<file path="config.mk">
export PLATFORM = sky130hd
export DESIGN_NAME = ps2_keycode_rx
export DESIGN_NICKNAME = d
export VERILOG_FILES = /design/src/rtl/ps2_keycode_rx.sv
export SDC_FILE = /design/constraint.sdc
export NUM_CORES = 1
export LEC_CHECK = 0
export ABC_AREA = 1
export BUFFER_PORTS_ARGS = -buffer_cell sky130_fd_sc_hd__buf_2
export CAP_MARGIN = 25
export CORE_ASPECT_RATIO = 0.5
export CORE_UTILIZATION = 61
export CTS_CLUSTER_SIZE = 16
export DETAILED_ROUTE_END_ITERATION = 8
export PLACE_DENSITY = 0.79
export SETUP_SLACK_MARGIN = 0.15
export SLEW_MARGIN = 20
export SYNTH_ARGS = -nofsm -noshare
export SYNTH_HDL_FRONTEND = slang
export SYNTH_SLANG_ARGS = --single-unit
</file>
<file path="constraint.sdc">
create_clock -name clk -period 2.3 [get_ports clk]
set_input_delay 0.115 -clock clk [delete_from_list [all_inputs] [get_ports clk]]
set_output_delay 0.115 -clock clk [all_outputs]
set_load 0.05 [all_outputs]
</file>
<file path="src/rtl/ps2_keycode_rx.sv">
// PS/2 device-to-host receiver: synchroniser, clock glitch filter, frame decoder,
// E0/F0 prefix folding and a key-event FIFO with a valid/ready consumer port.
//
// state    | meaning
// ---------+--------------------------------------------------------------
// S_IDLE   | waiting for a start bit (data 0 on a PS_clk fall)
// S_DATA   | shifting in eight data bits, LSB first
// S_PARITY | capturing the parity bit
// S_STOP   | checking the stop bit, then reporting byte or error
module ps2_keycode_rx #(
    parameter int SYNC_STAGES    = 2,
    parameter int FILTER_LEN     = 4,
    parameter int TIMEOUT_CYCLES = 5000,
    parameter int FIFO_DEPTH     = 8,
    parameter int PARITY_CHECK   = 1
) (
    input  logic                          clk,
    input  logic                          rst,
    input  logic                          PS_clk,
    input  logic                          PS_data,
    output logic                          evt_valid,
    input  logic                          evt_ready,
    output logic [7:0]                    evt_code,
    output logic                          evt_break,
    output logic                          evt_ext,
    output logic [$clog2(FIFO_DEPTH):0]   fifo_level,
    output logic                          parity_err,
    output logic                          frame_err,
    output logic                          ovf
);

    localparam int PW = $clog2(FIFO_DEPTH);
    localparam int LW = PW + 1;
    localparam int FW = $clog2(FILTER_LEN + 1);
    localparam int TW = $clog2(TIMEOUT_CYCLES + 1);
    localparam logic [FW-1:0] FILT_LAST = FW'(FILTER_LEN - 1);
    localparam logic [TW-1:0] TMO_LOAD  = TW'(TIMEOUT_CYCLES - 1);
    localparam logic [LW-1:0] DEPTH_L   = LW'(FIFO_DEPTH);

    typedef enum logic [1:0] {S_IDLE, S_DATA, S_PARITY, S_STOP} state_t;

    logic [SYNC_STAGES-1:0] clk_sync, data_sync;
    logic                   sync_clk, sync_data;
    logic                   filt_clk, filt_next;
    logic [FW-1:0]          filt_cnt, filt_cnt_next;
    logic                   fall;

    state_t                 state, state_d;
    logic [2:0]             bit_cnt, bit_cnt_d;
    logic [7:0]             shreg, shreg_d;
    logic                   par_bit, par_d;
    logic [TW-1:0]          tmo_cnt, tmo_d;
    logic                   done_d, perr_d, ferr_d;
    logic                   byte_done;

    logic                   ext_flag, brk_flag;
    logic                   push, push_ok, pop;
    logic [9:0]             mem [FIFO_DEPTH];
    logic [PW-1:0]          wr_ptr, rd_ptr;
    logic [9:0]             head;

    assign sync_clk  = clk_sync[SYNC_STAGES-1];
    assign sync_data = data_sync[SYNC_STAGES-1];

    // Two-or-more flop synchronisers; idle line level is 1.
    always_ff @(posedge clk) begin
        if (rst) begin
            clk_sync  <= '1;
            data_sync <= '1;
        end else begin
            clk_sync  <= {clk_sync[SYNC_STAGES-2:0], PS_clk};
            data_sync <= {data_sync[SYNC_STAGES-2:0], PS_data};
        end
    end

    // Filtered clock follows the synced clock only after FILTER_LEN consecutive differing samples.
    always_comb begin
        filt_next     = filt_clk;
        filt_cnt_next = '0;
        if (sync_clk != filt_clk) begin
            if (filt_cnt == FILT_LAST) begin
                filt_next = sync_clk;
            end else begin
                filt_cnt_next = filt_cnt + FW'(1);
            end
        end
    end

    assign fall = filt_clk & ~filt_next;

    // Filter state registers.
    always_ff @(posedge clk) begin
        if (rst) begin
            filt_clk <= 1'b1;
            filt_cnt <= '0;
        end else begin
            filt_clk <= filt_next;
            filt_cnt <= filt_cnt_next;
        end
    end

    // Frame decoder next-state; the timeout is a reloading down-counter.
    always_comb begin
        state_d   = state;
        bit_cnt_d = bit_cnt;
        shreg_d   = shreg;
        par_d     = par_bit;
        done_d    = 1'b0;
        perr_d    = 1'b0;
        ferr_d    = 1'b0;
        tmo_d     = (state == S_IDLE || fall) ? TMO_LOAD : tmo_cnt - TW'(1);
        if (fall) begin
            case (state)
                S_IDLE: begin
                    if (!sync_data) begin
                        state_d   = S_DATA;
                        bit_cnt_d = 3'd0;
                    end
                end
                S_DATA: begin
                    shreg_d   = {sync_data, shreg[7:1]};
                    bit_cnt_d = bit_cnt + 3'd1;
                    if (bit_cnt == 3'd7) state_d = S_PARITY;
                end
                S_PARITY: begin
                    par_d   = sync_data;
                    state_d = S_STOP;
                end
                S_STOP: begin
                    state_d = S_IDLE;
                    if (!sync_data) begin
                        ferr_d = 1'b1;
                    end else if (PARITY_CHECK != 0 && !(^{shreg, par_bit})) begin
                        perr_d = 1'b1;
                    end else begin
                        done_d = 1'b1;
                    end
                end
                default: state_d = S_IDLE;
            endcase
        end else if (state != S_IDLE && tmo_cnt == '0) begin
            state_d = S_IDLE;
            ferr_d  = 1'b1;
        end
    end

    // Frame decoder registers and registered status pulses.
    always_ff @(posedge clk) begin
        if (rst) begin
            state      <= S_IDLE;
            bit_cnt    <= '0;
            shreg      <= '0;
            par_bit    <= 1'b0;
            tmo_cnt    <= TMO_LOAD;
            byte_done  <= 1'b0;
            parity_err <= 1'b0;
            frame_err  <= 1'b0;
        end else begin
            state      <= state_d;
            bit_cnt    <= bit_cnt_d;
            shreg      <= shreg_d;
            par_bit    <= par_d;
            tmo_cnt    <= tmo_d;
            byte_done  <= done_d;
            parity_err <= perr_d;
            frame_err  <= ferr_d;
        end
    end

    // shreg is still the completed byte while byte_done is high.
    assign push    = byte_done && shreg != 8'hE0 && shreg != 8'hF0;
    assign pop     = evt_valid & evt_ready;
    assign push_ok = push & ((fifo_level != DEPTH_L) | pop);

    // Prefix flags: set by E0/F0, cleared by any pushed key or any error.
    always_ff @(posedge clk) begin
        if (rst) begin
            ext_flag <= 1'b0;
            brk_flag <= 1'b0;
        end else if (parity_err || frame_err || push) begin
            ext_flag <= 1'b0;
            brk_flag <= 1'b0;
        end else if (byte_done) begin
            if (shreg == 8'hE0) ext_flag <= 1'b1;
            if (shreg == 8'hF0) brk_flag <= 1'b1;
        end
    end

    // Event storage; contents need no reset since the outputs are gated by evt_valid.
    always_ff @(posedge clk) begin
        if (push_ok) mem[wr_ptr] <= {ext_flag, brk_flag, shreg};
    end

    // FIFO pointers, level and overflow pulse.
    always_ff @(posedge clk) begin
        if (rst) begin
            wr_ptr     <= '0;
            rd_ptr     <= '0;
            fifo_level <= '0;
            ovf        <= 1'b0;
        end else begin
            if (push_ok) wr_ptr <= wr_ptr + PW'(1);
            if (pop)     rd_ptr <= rd_ptr + PW'(1);
            case ({push_ok, pop})
                2'b10:   fifo_level <= fifo_level + LW'(1);
                2'b01:   fifo_level <= fifo_level - LW'(1);
                default: fifo_level <= fifo_level;
            endcase
            ovf <= push & ~push_ok;
        end
    end

    assign head      = mem[rd_ptr];
    assign evt_valid = (fifo_level != '0);
    assign evt_code  = evt_valid ? head[7:0] : 8'h00;
    assign evt_break = evt_valid & head[8];
    assign evt_ext   = evt_valid & head[9];

endmodule

</file>
==> summary.txt, run 1 <==
Floorplan
  • Initial Util: 63.4%
  • Cell Rows: 24
  • Die X: 137 um
  • Core Footprint: 0.00880 mm^2
  • Die ar.: 0.00955 mm^2
  • Io pins: 23
  • Die height: 69.6 um

Route
  • Final ANT Viol Nets: 0
  • First drt pass iteration count: 5
  • Vias per inst: 5.66
  • Residual DRC: 0
  • Iteration-0 DRC Markers: 414
  • WL/cell: 17.1 um
  • Routed WL: 12,600 um
  • DR vias: 4,159

CTS
  • Clock Sinks: 134
  • Worst-path clk slew: 0.06 ns
  • CTS tree: done
  • Clock buffer depth: 2
  • H-tree lvl count: 4
  • Clock Tree Root: clkbuf_16
  • Clock Latency Late Sink: 0.42 ns
  • Inserted Clock Buffers: 17

Synth
  • Async S/R FF share, synth: 0%
  • Synth top cells by count: nor2_1, edfxtp_1, o21ai_0, dfxtp_1, inv_1
  • Post-synth top flop: edfxtp_1
  • Most frequent cell after synthesis: nor2_1
  • Syn avg cell area: 10.1 um^2
  • Post-Synthesis Cell Area: 0.00557 mm^2
  • Synthesized netlist cell count: 553
  • Synth area leader: edfxtp_1
  • Syn Nets: 573
  • Top cells by area, synth: edfxtp_1, dfxtp_1, nor2_1, o21ai_0, inv_1
  • Synthesized flop and latch total: 134
  • Post-synth EDFFs: 80
  • Synth unique cells: 36
  • Register area share after synthesis: 62.5%
  • Ys Warns: 0
  • Synth top area share: 43.1%

STA
  • Slew @ Worst Pin: 0.516 ns
  • Unrepaired setup endpoints after global routing: true
  • Final min period: 2.11 ns
  • Slew HR: 65.5%
  • Fmax: 474 MHz
  • Setup violations, final: 0
  • Period utilization: 91.6%
  • Final Hold Viols: 0
  • Hold_ws: 0.0872 ns
  • TNS Setup: 0 ns
  • Max Slew Vio Count: 0
  • Setup Skew: 0.0103 ns

Setup path
  • CP cell instances: inv_4 -> o21ai_0 -> o22ai_1 -> o21ai_0 -> a31oi_2 -> clkbuf_4
  • CP Class: flop to output port
  • Worst Path Buf+Inv: 2
  • Most frequent CP cell: o21ai_0
  • CP Capture Type: output port
  • Critical Path Fanout Max: 23
  • Setup crit start kind: flop
  • CP max-delay cell: dfxtp_2
  • WP data required: 2.18 ns
  • Crit path DAT: 1.99 ns
  • Top delay family on crit path: compound AO/OA/AOI/OAI gates
  • Max incr delay on CP: 0.44 ns

Finish
  • Core Util, Final: 77.2%
  • Share of cells above drive strength 1: 19.9%
  • Diode count: 0
  • Fillers: 542
  • Area Overhead vs Synth: 21.8%
  • Multi-input logic area: 0.00190 mm^2
  • Register area: 0.00349 mm^2
  • Nets: 625

Placed design
  • RD Place Congestion: 0.794
  • Input/output buffers: 22
  • Post-detail-place hpwl: 7610 um

GRT
  • Total grt overflow: 0
  • First-pass GRT wire length: 19,300 um
  • Vias in the first global route: 3,946
  • Initial antenna violation count: 0
  • Largest net degree at the start of global routing: 41
  • GRT Resource Usage Total: 27.6%

Status
  • Status: completed

Pwr
  • Power density over the cells: 807 mW/mm^2
  • P_leak: 2.73 nW
  • VDD IR max: 0.605 mV

Hold path
  • Worst min path class: input port to flop

Flow run
  • Max-cap violations: 0
[stage by stage]
| step | area (um^2) | total power [mW] | cells | worst slack, ns |
|---|---|---|---|---|
| finish | 6790 | 5.48 | 735 | 0.192 |
| global route | 6790 | 5.61 | 735 | 0.0899 |
| CTS | 6690 | 5.50 | 731 | 0.137 |
| detailed placement | 6010 | 2.59 | 697 | 0.280 |
| global placement | 6010 | 2.59 | 697 | 0.337 |
| floorplan | 5640 | 2.59 | 553 | 0.314 |
[cell usage in the layout (no fill, tap or decap), types with 3 or more instances in the layout]
master     synthesis  routed
nor2_1           107     105
edfxtp_1          80      80
o21ai_0           69      67
inv_1             48      46
nand2_1           47      46
dfxtp_1           54      46
a21oi_1           30      29
buf_4              0      23
clkbuf_16          0      18
nand3_1           16      16
buf_2              0      15
ha_1              14      14
o22ai_1           10      10
a31oi_2            0       9
dfxtp_2            0       8
nand4_1            7       7
xnor2_1            7       7
nor2_2             3       5
buf_6              0       5
inv_2              3       4
or2_2              4       4
nor3_1             4       4
bufinv_16          0       4
clkbuf_8           0       4
clkbuf_4           0       4
nand2_2            2       3
o21ai_1            1       3
clkinv_4           0       3
[area by class of cell]
class	count	area share, %
flip-flops and latches	134	51.4
multi-input cells	349	27.9
clock buffers	22	7.13
repair buffers	51	5.88
inverters	52	2.98
clock inverters	10	2.47
well taps	117	2.16
[logic make-up after synthesis]
logic type | synth area share, %
compound gates | 11.8
xor+xnor | 1.41
fa+ha+maj | 3.50
buf+inv | 4.80
flops | 62.5
simple gates | 16.0
[flip-flops by register name, indices dropped and copies added (netlist names), named ones only]
register    cells
bit_cnt         3
brk_flag        1
byte_done       1
clk_sync        2
data_sync       2
ext_flag        1
fifo_level      4
filt_clk        1
filt_cnt        3
frame_err       1
mem            80
ovf             1
par_bit         1
parity_err      1
rd_ptr          3
shreg           8
state           2
tmo_cnt        13
wr_ptr          3
[routing by layer]
| layer | GRT usage [%] | wire (um) | up-vias |
|---|---|---|---|
| met3 | 7.53 | 882 | 26 |
| met1 | 36.2 | 5290 | 1940 |
| li1 | - | - | 2004 |
| met2 | 44.7 | 6140 | 189 |
| met5 | 0 | 0 | - |
| met4 | 9.04 | 233 | 0 |
[path summary, 6_finish.rpt]
check	startpoint	end	slack, ns	depth (start not counted)
worst min-delay path	rst	state[1]	0.09	2
worst max register to register	shreg[4]	fifo_level[3]	0.24	15
worst min register to register	tmo_cnt[0]	tmo_cnt[0]	0.39	1
worst max-delay path	flop	evt_code[4]	0.19	6
[where the power goes]
group	internal, mW	total, mW	switching (mW)
clock	1.94	2.93	0.996
combinational	0.00981	0.0257	0.0159
sequential	2.52	2.52	0.00241
total	4.47	5.48	1.01
[what timing repair did]
action | CTS | global route
setup endpoints to repair | 7 | 41
pin swaps | 0 | 5
hold endpoints to repair | 2 | 0
resized for setup | 2 | 27
hold buffers | 2 | 0
buffers inserted | 0 | 3
cloned | 0 | 1
Note: power is estimated with default switching activity, not from simulation.
==> inputs of run 2 (changes only) <==
Settings changed: CELL_PAD_IN_SITES_DETAIL_PLACEMENT set to 0, CELL_PAD_IN_SITES_GLOBAL_PLACEMENT set to 2, CORE_UTILIZATION 61 to 40, PLACE_DENSITY 0.79 to 0.81, SETUP_SLACK_MARGIN 0.15 to 0.5.
==> run 2 against run 1 <==
Via count up 0.53%; register-to-register slack gained 0.20 ns; sequential cell count did not move; clock skew shrank 0.0015 ns; clock power is 9.6% lower; critical path depth is 1 higher; largest power group unchanged.
==> summary.txt, run 2 (synthesized netlist as in run 1, its figures left out) <==
Status
  • Status: completed

CTS
  • H-tree lvl count: 4 (unchanged)
  • Clock buffer depth: 2 (unchanged)
  • Worst-path clk slew: 0.06 ns (about the same)
  • CTS tree: done
  • Inserted Clock Buffers: 17 (unchanged)
  • Clock Tree Root: clkbuf_16
  • Clock Latency Late Sink: 0.41 ns (about the same)
  • Clock Sinks: 134 (unchanged)

Route
  • DR vias: 4,181 (+0.53%)
  • Residual DRC: 0 (unchanged)
  • Routed WL: 14,100 um (+12%)
  • Iteration-0 DRC Markers: 246 (-41%)
  • First drt pass iteration count: 4 (-1)
  • Vias per inst: 4.85 (-14%)
  • WL/cell: 16.4 um (-4.2%)
  • Final ANT Viol Nets: 0 (unchanged)

Finish
  • Fin cells: 862 (+17%)
  • Area Overhead vs Synth: 37.5%
  • Commonest cells after routing, fill and taps aside: nor2_1, edfxtp_1, buf_4, o21ai_0, inv_1
  • Most flops, register: mem
  • Diode count: 0 (unchanged)
  • Share of cells above drive strength 1: 32.5% (+13 points)
  • Nets: 677 (+8.3%)
  • Max FFs per register: 80 (unchanged)
  • Commonest non-fill, non-tap cell in the layout: nor2_1
  • Biggest regs: mem x80, tmo_cnt x13, shreg x8

Setup path
  • CP Capture Type: output port
  • Setup crit start kind: flop
  • Max incr delay on CP: 0.43 ns (about the same)
  • Crit path DAT: 1.83 ns (-0.16 ns)
  • WP data required: 2.18 ns (about the same)
  • CP cell instances: buf_12 -> buf_8 -> nor2_1 -> o22ai_1 -> o21ai_1 -> a31oi_2 -> buf_6
  • Critical Path Fanout Max: 7 (-70%)
  • CP Class: flop to output port
  • CP max-delay cell: dfxtp_4

Hold path
  • Worst min path class: input port to flop

Floorplan
  • Die height: 85.5 um (+23%)
  • Die ar.: 0.0144 mm^2 (+51%)
  • Die X: 169 um (+23%)
  • Cell Rows: 30 (+25%)
  • Initial Util: 41.0% (-22 points)
  • Io pins: 23 (unchanged)
  • Core Footprint: 0.0136 mm^2 (+54%)

GRT
  • GRT Resource Usage Total: 19.6% (-8.0 points)
  • Busiest grt layer: met2
  • Total grt overflow: 0 (unchanged)
  • GRT met3 Usage: 4.99% (-2.5 points)
  • Met1 Usage GRT: 25.8% (-10 points)
  • Largest net degree at the start of global routing: 20 (-51%)
  • Initial antenna violation count: 0 (unchanged)
  • First-pass GRT wire length: 20,800 um (+7.6%)
  • Met2 usage: 31.5% (-13 points)
  • Vias in the first global route: 3,822 (-3.1%)

Placed design
  • RD Place Congestion: 0.740 (-6.9%)
  • Input/output buffers: 22 (unchanged)
  • DP Cell Count: 768 (+10%)
  • Post-detail-place hpwl: 7960 um (+4.6%)

STA
  • Max Slew Vio Count: 0 (unchanged)
  • Fmax: 513 MHz (+8.2%)
  • Setup violations, final: 0 (unchanged)
  • TNS Setup: 0 ns (unchanged)
  • Slew @ Worst Pin: 0.669 ns (+0.153 ns)
  • Period utilization: 84.7% (-6.9 points)
  • Setup Skew: 0.00881 ns (-0.00151 ns)
  • Unrepaired setup endpoints after global routing: true
  • Slew HR: 55.3% (-10 points)
  • Final min period: 1.95 ns (-0.159 ns)
  • Final Hold Viols: 0 (unchanged)

Flow run
  • Max-cap violations: 0 (unchanged)

Pwr
  • Power density over the cells: 676 mW/mm^2 (-16%)
  • VDD IR max: 0.481 mV (-20%)
  • P_leak: 3.09 nW (+13%)
-- run 2: cell type report --
type | instances | area [um^2]
Multi-Input combinational cell | 349 | 2100
Tap cell | 192 | 240
Inverter | 52 | 220
Clock buffer | 17 | 425
Timing Repair Buffer | 103 | 985
Clock inverter | 15 | 154
Fill cell | 1146 | 5920
Sequential cell | 134 | 3540
-- run 2: routing by layer --
metal | vias to the layer above | share of wire, %
met3 | 12 | 4.5
met2 | 83 | 47
met1 | 1975 | 48
met4 | 0 | 1.0
li1 | 2111 | -
met5 | - | 0
-- run 2: worst paths after layout --
check                            startpoint             to  slack [ns]  cells after the start
worst max-delay path                   flop    evt_code[6]        0.35                      7
worst min-delay path              evt_ready           flop        0.08                      4
worst max register to register     shreg[1]  fifo_level[3]        0.44                     14
worst min register to register  clk_sync[0]    clk_sync[1]        0.41                      1
-- run 2: stage by stage --
stage | worst slack (ns) | power (mW) | hold WS (ns) | area (um^2) | util (%)
floorplan | 0.439 | 2.58 | 0.219 | 5700 | -
global placement | 0.229 | 2.59 | 0.297 | 6130 | 45.1
detailed placement | 0.223 | 2.59 | 0.303 | 6130 | 45.1
CTS | 0.358 | 5.23 | 0.0691 | 7250 | 53.3
global route | 0.247 | 5.33 | 0.0819 | 7660 | 56.4
finish | 0.352 | 5.18 | 0.0823 | 7660 | 56.4
-- run 2: critical path, delay by kind of cell (launching register included) --
| kind | cells | cell delay, ns |
|---|---|---|
| AO/OA/AOI/OAI | 3 | 0.46 |
| buffers and inverters | 3 | 0.48 |
| flip-flops | 1 | 0.43 |
| AND/OR/NAND/NOR | 1 | 0.06 |
-- run 2: repair_timing --
item                                   CTS  global route
resized for setup                       69            82
gates cloned                             3             6
buffers inserted                        33            18
hold buffers                             2             0
setup endpoints to repair               52            94
pin swaps                               20            35
endpoints found under the hold margin    2             0
-- run 2: where the power goes --
group          internal [mW]  switching [mW]
logic                 0.0109          0.0176
registers               2.50         0.00217
clock network           1.53            1.11
total                   4.04            1.13
==> inputs of run 3 (changes only) <==
Settings changed: ABC_AREA 1 to 0, CORE_UTILIZATION 40 to 44.
Clock period 2.3 ns to 2.05 ns, I/O delays scaled along.
==> run 3 against run 2 <==
The flow now finishes with violations (setup timing); critical path depth is 2 higher; cell count decreased by 23%; global-route usage increased by 0.51 points; via count fell by 17%; utilization rose by 8.1 points; sequential cell count unchanged; first-iteration DRC count is 35% lower; die area fell by 11%; register-to-register slack got worse by 0.56 ns; critical endpoint is now fifo_level[3].
==> summary.txt, run 3 <==
Synth
  • Synth area leader: edfxtp_1
  • Synthesized netlist cell count: 395 (-29%)
  • Synth unique cells: 48 (+33%)
  • Largest family of logic cells by synthesized area: simple AND/OR/NAND/NOR gates
  • Top cells by area, synth: edfxtp_1, dfxtp_1, mux4_2, ha_1, nor2_1
  • Compound-Gate Fraction of Synth Area: 3.52% (-8.3 points)
  • Adder-cell area share of the yosys netlist: 3.59% (+0.089 points)
  • Most frequent cell after synthesis: edfxtp_1
  • Syn avg cell area: 13.8 um^2 (+37%)
  • Ys Warns: 0 (unchanged)
  • Async S/R FF share, synth: 0% (unchanged)
  • Post-synth top flop: edfxtp_1
  • Post-synth EDFFs: 80 (unchanged)
  • Syn Nets: 415 (-28%)
  • Synth top cells by count: edfxtp_1, dfxtp_1, nor2_1, nand2_1
  • Post-Synthesis Cell Area: 0.00544 mm^2 (-2.5%)
  • Post-Synth XOR/XNOR Area: 3.71% (+2.3 points)
  • Synthesized flop and latch total: 134 (unchanged)
  • Synth top area share: 44.2% (+1.1 points)
  • Post-Synth Simple-Gate Area: 12.1% (-3.9 points)
  • Register area share after synthesis: 64.1% (+1.6 points)
  • Multiplexer area fraction after synthesis: 11.1% (+11 points)

Floorplan
  • Core Footprint: 0.0119 mm^2 (-12%)
  • Io pins: 23 (unchanged)
  • Cell Rows: 28 (-6.7%)
  • Die height: 80.6 um (-5.7%)
  • Die ar.: 0.0128 mm^2 (-11%)
  • Initial Util: 45.6% (+4.6 points)
  • Die X: 159 um (-5.8%)

Status
  • Failing checks: setup timing
  • Status: finished, violations left

CTS
  • Clock Sinks: 134 (unchanged)
  • Clock Tree Root: clkbuf_16
  • Clock buffer depth: 2 (unchanged)
  • Worst-path clk slew: 0.06 ns (about the same)
  • H-tree lvl count: 4 (unchanged)
  • CTS tree: done
  • Inserted Clock Buffers: 17 (unchanged)
  • Clock Latency Late Sink: 0.42 ns (about the same)

Setup path
  • Worst Path Buf+Inv: 0 (-3)
  • CP Class: flop to flop
  • CP max-delay cell: mux2_2
  • Top delay family on crit path: compound AO/OA/AOI/OAI gates
  • Crit path DAT: 2.47 ns (+0.64 ns)
  • Critical Path Fanout Max: 3 (-4)
  • CP cell instances: nor4bb_4 -> a31oi_4 -> nor2b_4 -> ha_4 -> a21o_1 -> a21oi_2 -> nor2_1 -> a22oi_1 -> mux2_2
  • Max incr delay on CP: 0.35 ns (-0.08 ns)
  • WP data required: 2.36 ns (+0.18 ns)
  • Setup crit start kind: flop
  • CP Capture Type: flop

Placed design
  • Post-detail-place hpwl: 6950 um (-13%)
  • Pre-CTS setup slack: -0.164 ns (-0.388 ns)
  • RD Place Congestion: 0.766 (+3.6%)
  • Input/output buffers: 22 (unchanged)

Flow run
  • Max-cap violations: 0 (unchanged)

STA
  • Final WS setup: -0.117 ns (-0.469 ns)
  • Slew HR: 46.4% (-9.0 points)
  • Final Hold Viols: 0 (unchanged)
  • Unrepaired setup endpoints after global routing: true
  • Setup violations, final: 8 (+8)
  • Final min period: 2.17 ns
  • Max Slew Vio Count: 0 (unchanged)
  • Period utilization: 106%
  • Fmax: 461 MHz
  • Setup Skew: 0.00935 ns (+0.000544 ns)
  • Slew @ Worst Pin: 0.805 ns (+0.135 ns)
  • Hold_ws: 0.0239 ns (-0.0584 ns)

Finish
  • Most flops, register: mem
  • Fillers: 848 (-26%)
  • Commonest cells after routing, fill and taps aside: edfxtp_1, dfxtp_1, nand2_1, buf_4, buf_6
  • Biggest regs: mem x80, tmo_cnt x13, shreg x8
  • Commonest non-fill, non-tap cell in the layout: edfxtp_1
  • Core Util, Final: 64.5% (+8.1 points)
  • Diode count: 0 (unchanged)
  • Share of cells above drive strength 1: 47.8% (+15 points)
  • Max FFs per register: 80 (unchanged)
  • Nets: 506 (-25%)
  • Area Overhead vs Synth: 41.3%

Pwr
  • Clk pwr share: 32.7% (-18 points)
  • Flop pwr share: 32.1% (-16 points)
  • Switching Fraction: 32.6% (+11 points)
  • Power density over the cells: 1210 mW/mm^2 (+79%)
  • Net Sw Power: 3.02 mW (+170%)
  • P_leak: 2.70 nW (-13%)
  • VDD IR max: 0.821 mV (+70%)
  • Internal: 6.25 mW (+55%)
  • Comb power frac: 35.2% (+35 points)

Route
  • First drt pass iteration count: 7 (+3)
  • Iteration-0 DRC Markers: 160 (-35%)
  • WL/cell: 18.1 um (+11%)
  • DR vias: 3,450 (-17%)
  • Routed WL: 12,000 um (-15%)
  • Residual DRC: 0 (unchanged)
  • Vias per inst: 5.20 (+7.3%)
  • Final ANT Viol Nets: 0 (unchanged)

GRT
  • GRT Resource Usage Total: 20.1% (+0.51 points)
  • First-pass GRT wire length: 18,700 um (-9.9%)
  • Largest net degree at the start of global routing: 40 (+100%)
  • Vias in the first global route: 3,462 (-9.4%)
  • Initial antenna violation count: 0 (unchanged)
  • Total grt overflow: 0 (unchanged)

Hold path
  • Worst min path class: input port to flop
-- run 3: cell types whose count changed after synthesis, sizes merged, moves of 9 or more --
| cell | delta |
|---|---|
| o22ai | -9 |
| mux4 | +20 |
| inv | -38 |
| a21oi | -11 |
| mux2i | +14 |
| nand2 | -16 |
| nand3 | -15 |
| nor2 | -67 |
| o21ai | -68 |
| xnor2 | +11 |
| a31oi | -10 |
-- run 3: logic make-up after synthesis --
group / after synthesis
AOI/OAI and AO/OA: 32
and+or+nand+nor: 129
muxes: 35
xor gates and xnor gates: 23
DFF: 134
buffers and inverters: 27
adders and majority gates: 15
-- run 3: cell type report --
| class | count | area, um^2 | share of cell area [%] |
|---|---|---|---|
| clock buffers | 17 | 425 | 5.54 |
| clock inverters | 14 | 161 | 2.10 |
| inverters | 14 | 55.1 | 0.717 |
| multi-input cells | 235 | 2340 | 30.5 |
| flip-flops and latches | 134 | 3520 | 45.9 |
| well taps | 165 | 206 | 2.69 |
| repair buffers | 84 | 961 | 12.5 |
-- run 3: what timing repair did --
| item | in CTS | in global routing |
|---|---|---|
| pin swaps | 25 | 18 |
| hold buffers | 2 | 0 |
| hold endpoints to repair | 2 | 0 |
| buffers inserted | 18 | 10 |
| cloned | 5 | 2 |
| gates resized for setup | 76 | 28 |
| setup endpoints to repair | 126 | 123 |
-- run 3: per-layer routing --
metal  global-route usage [%]  vias up  part of all wire [%]
li1                         -     1627                     -
met1                     23.6     1753                    45
met2                     36.5       59                    51
met3                     4.91       11                   3.2
met4                     6.92        0                  0.76
met5                        0        -                     0
-- run 3: path summary, 6_finish.rpt --
path | start | to | slack (ns) | cells past startpoint
hold / removal | evt_ready | ovf | 0.02 | 4
setup reg to reg | shreg[6] | fifo_level[3] | -0.12 | 9
hold reg to reg | tmo_cnt[0] | tmo_cnt[0] | 0.41 | 1
setup / recovery | shreg[6] | fifo_level[3] | -0.12 | 9
-- run 3: power by group through the flow --
stage               sequential, mW  clock [mW]  combinational [mW]
floorplan                     3.14           0                1.62
global route                  2.99        3.20                3.45
finish                        2.98        3.03                3.26
detailed placement            3.01           0                2.38
global placement              3.00           0                2.33
CTS                           2.98        3.07                3.20
-- run 3: tightest hold or removal path, cell delays in order --
cell,delay [ns]
buf_2,0.10
nor4_2,0.04
nand2_1,0.10
nor3b_1,0.06
-- run 3: stage by stage --
| step | TNS (ns) | cells | total power [mW] | instance area, um^2 |
|---|---|---|---|---|
| 5_1_grt | -1.43 | 663 | 9.63 | 7680 |
| 4_1_cts | -0.379 | 651 | 9.25 | 7420 |
| 2_1_floorplan | -0.272 | 395 | 4.77 | 5690 |
| 3_5_place_dp | -0.164 | 595 | 5.39 | 6230 |
| 6_report | -0.424 | 663 | 9.28 | 7680 |
| 3_3_place_gp | -0.0913 | 595 | 5.32 | 6230 |
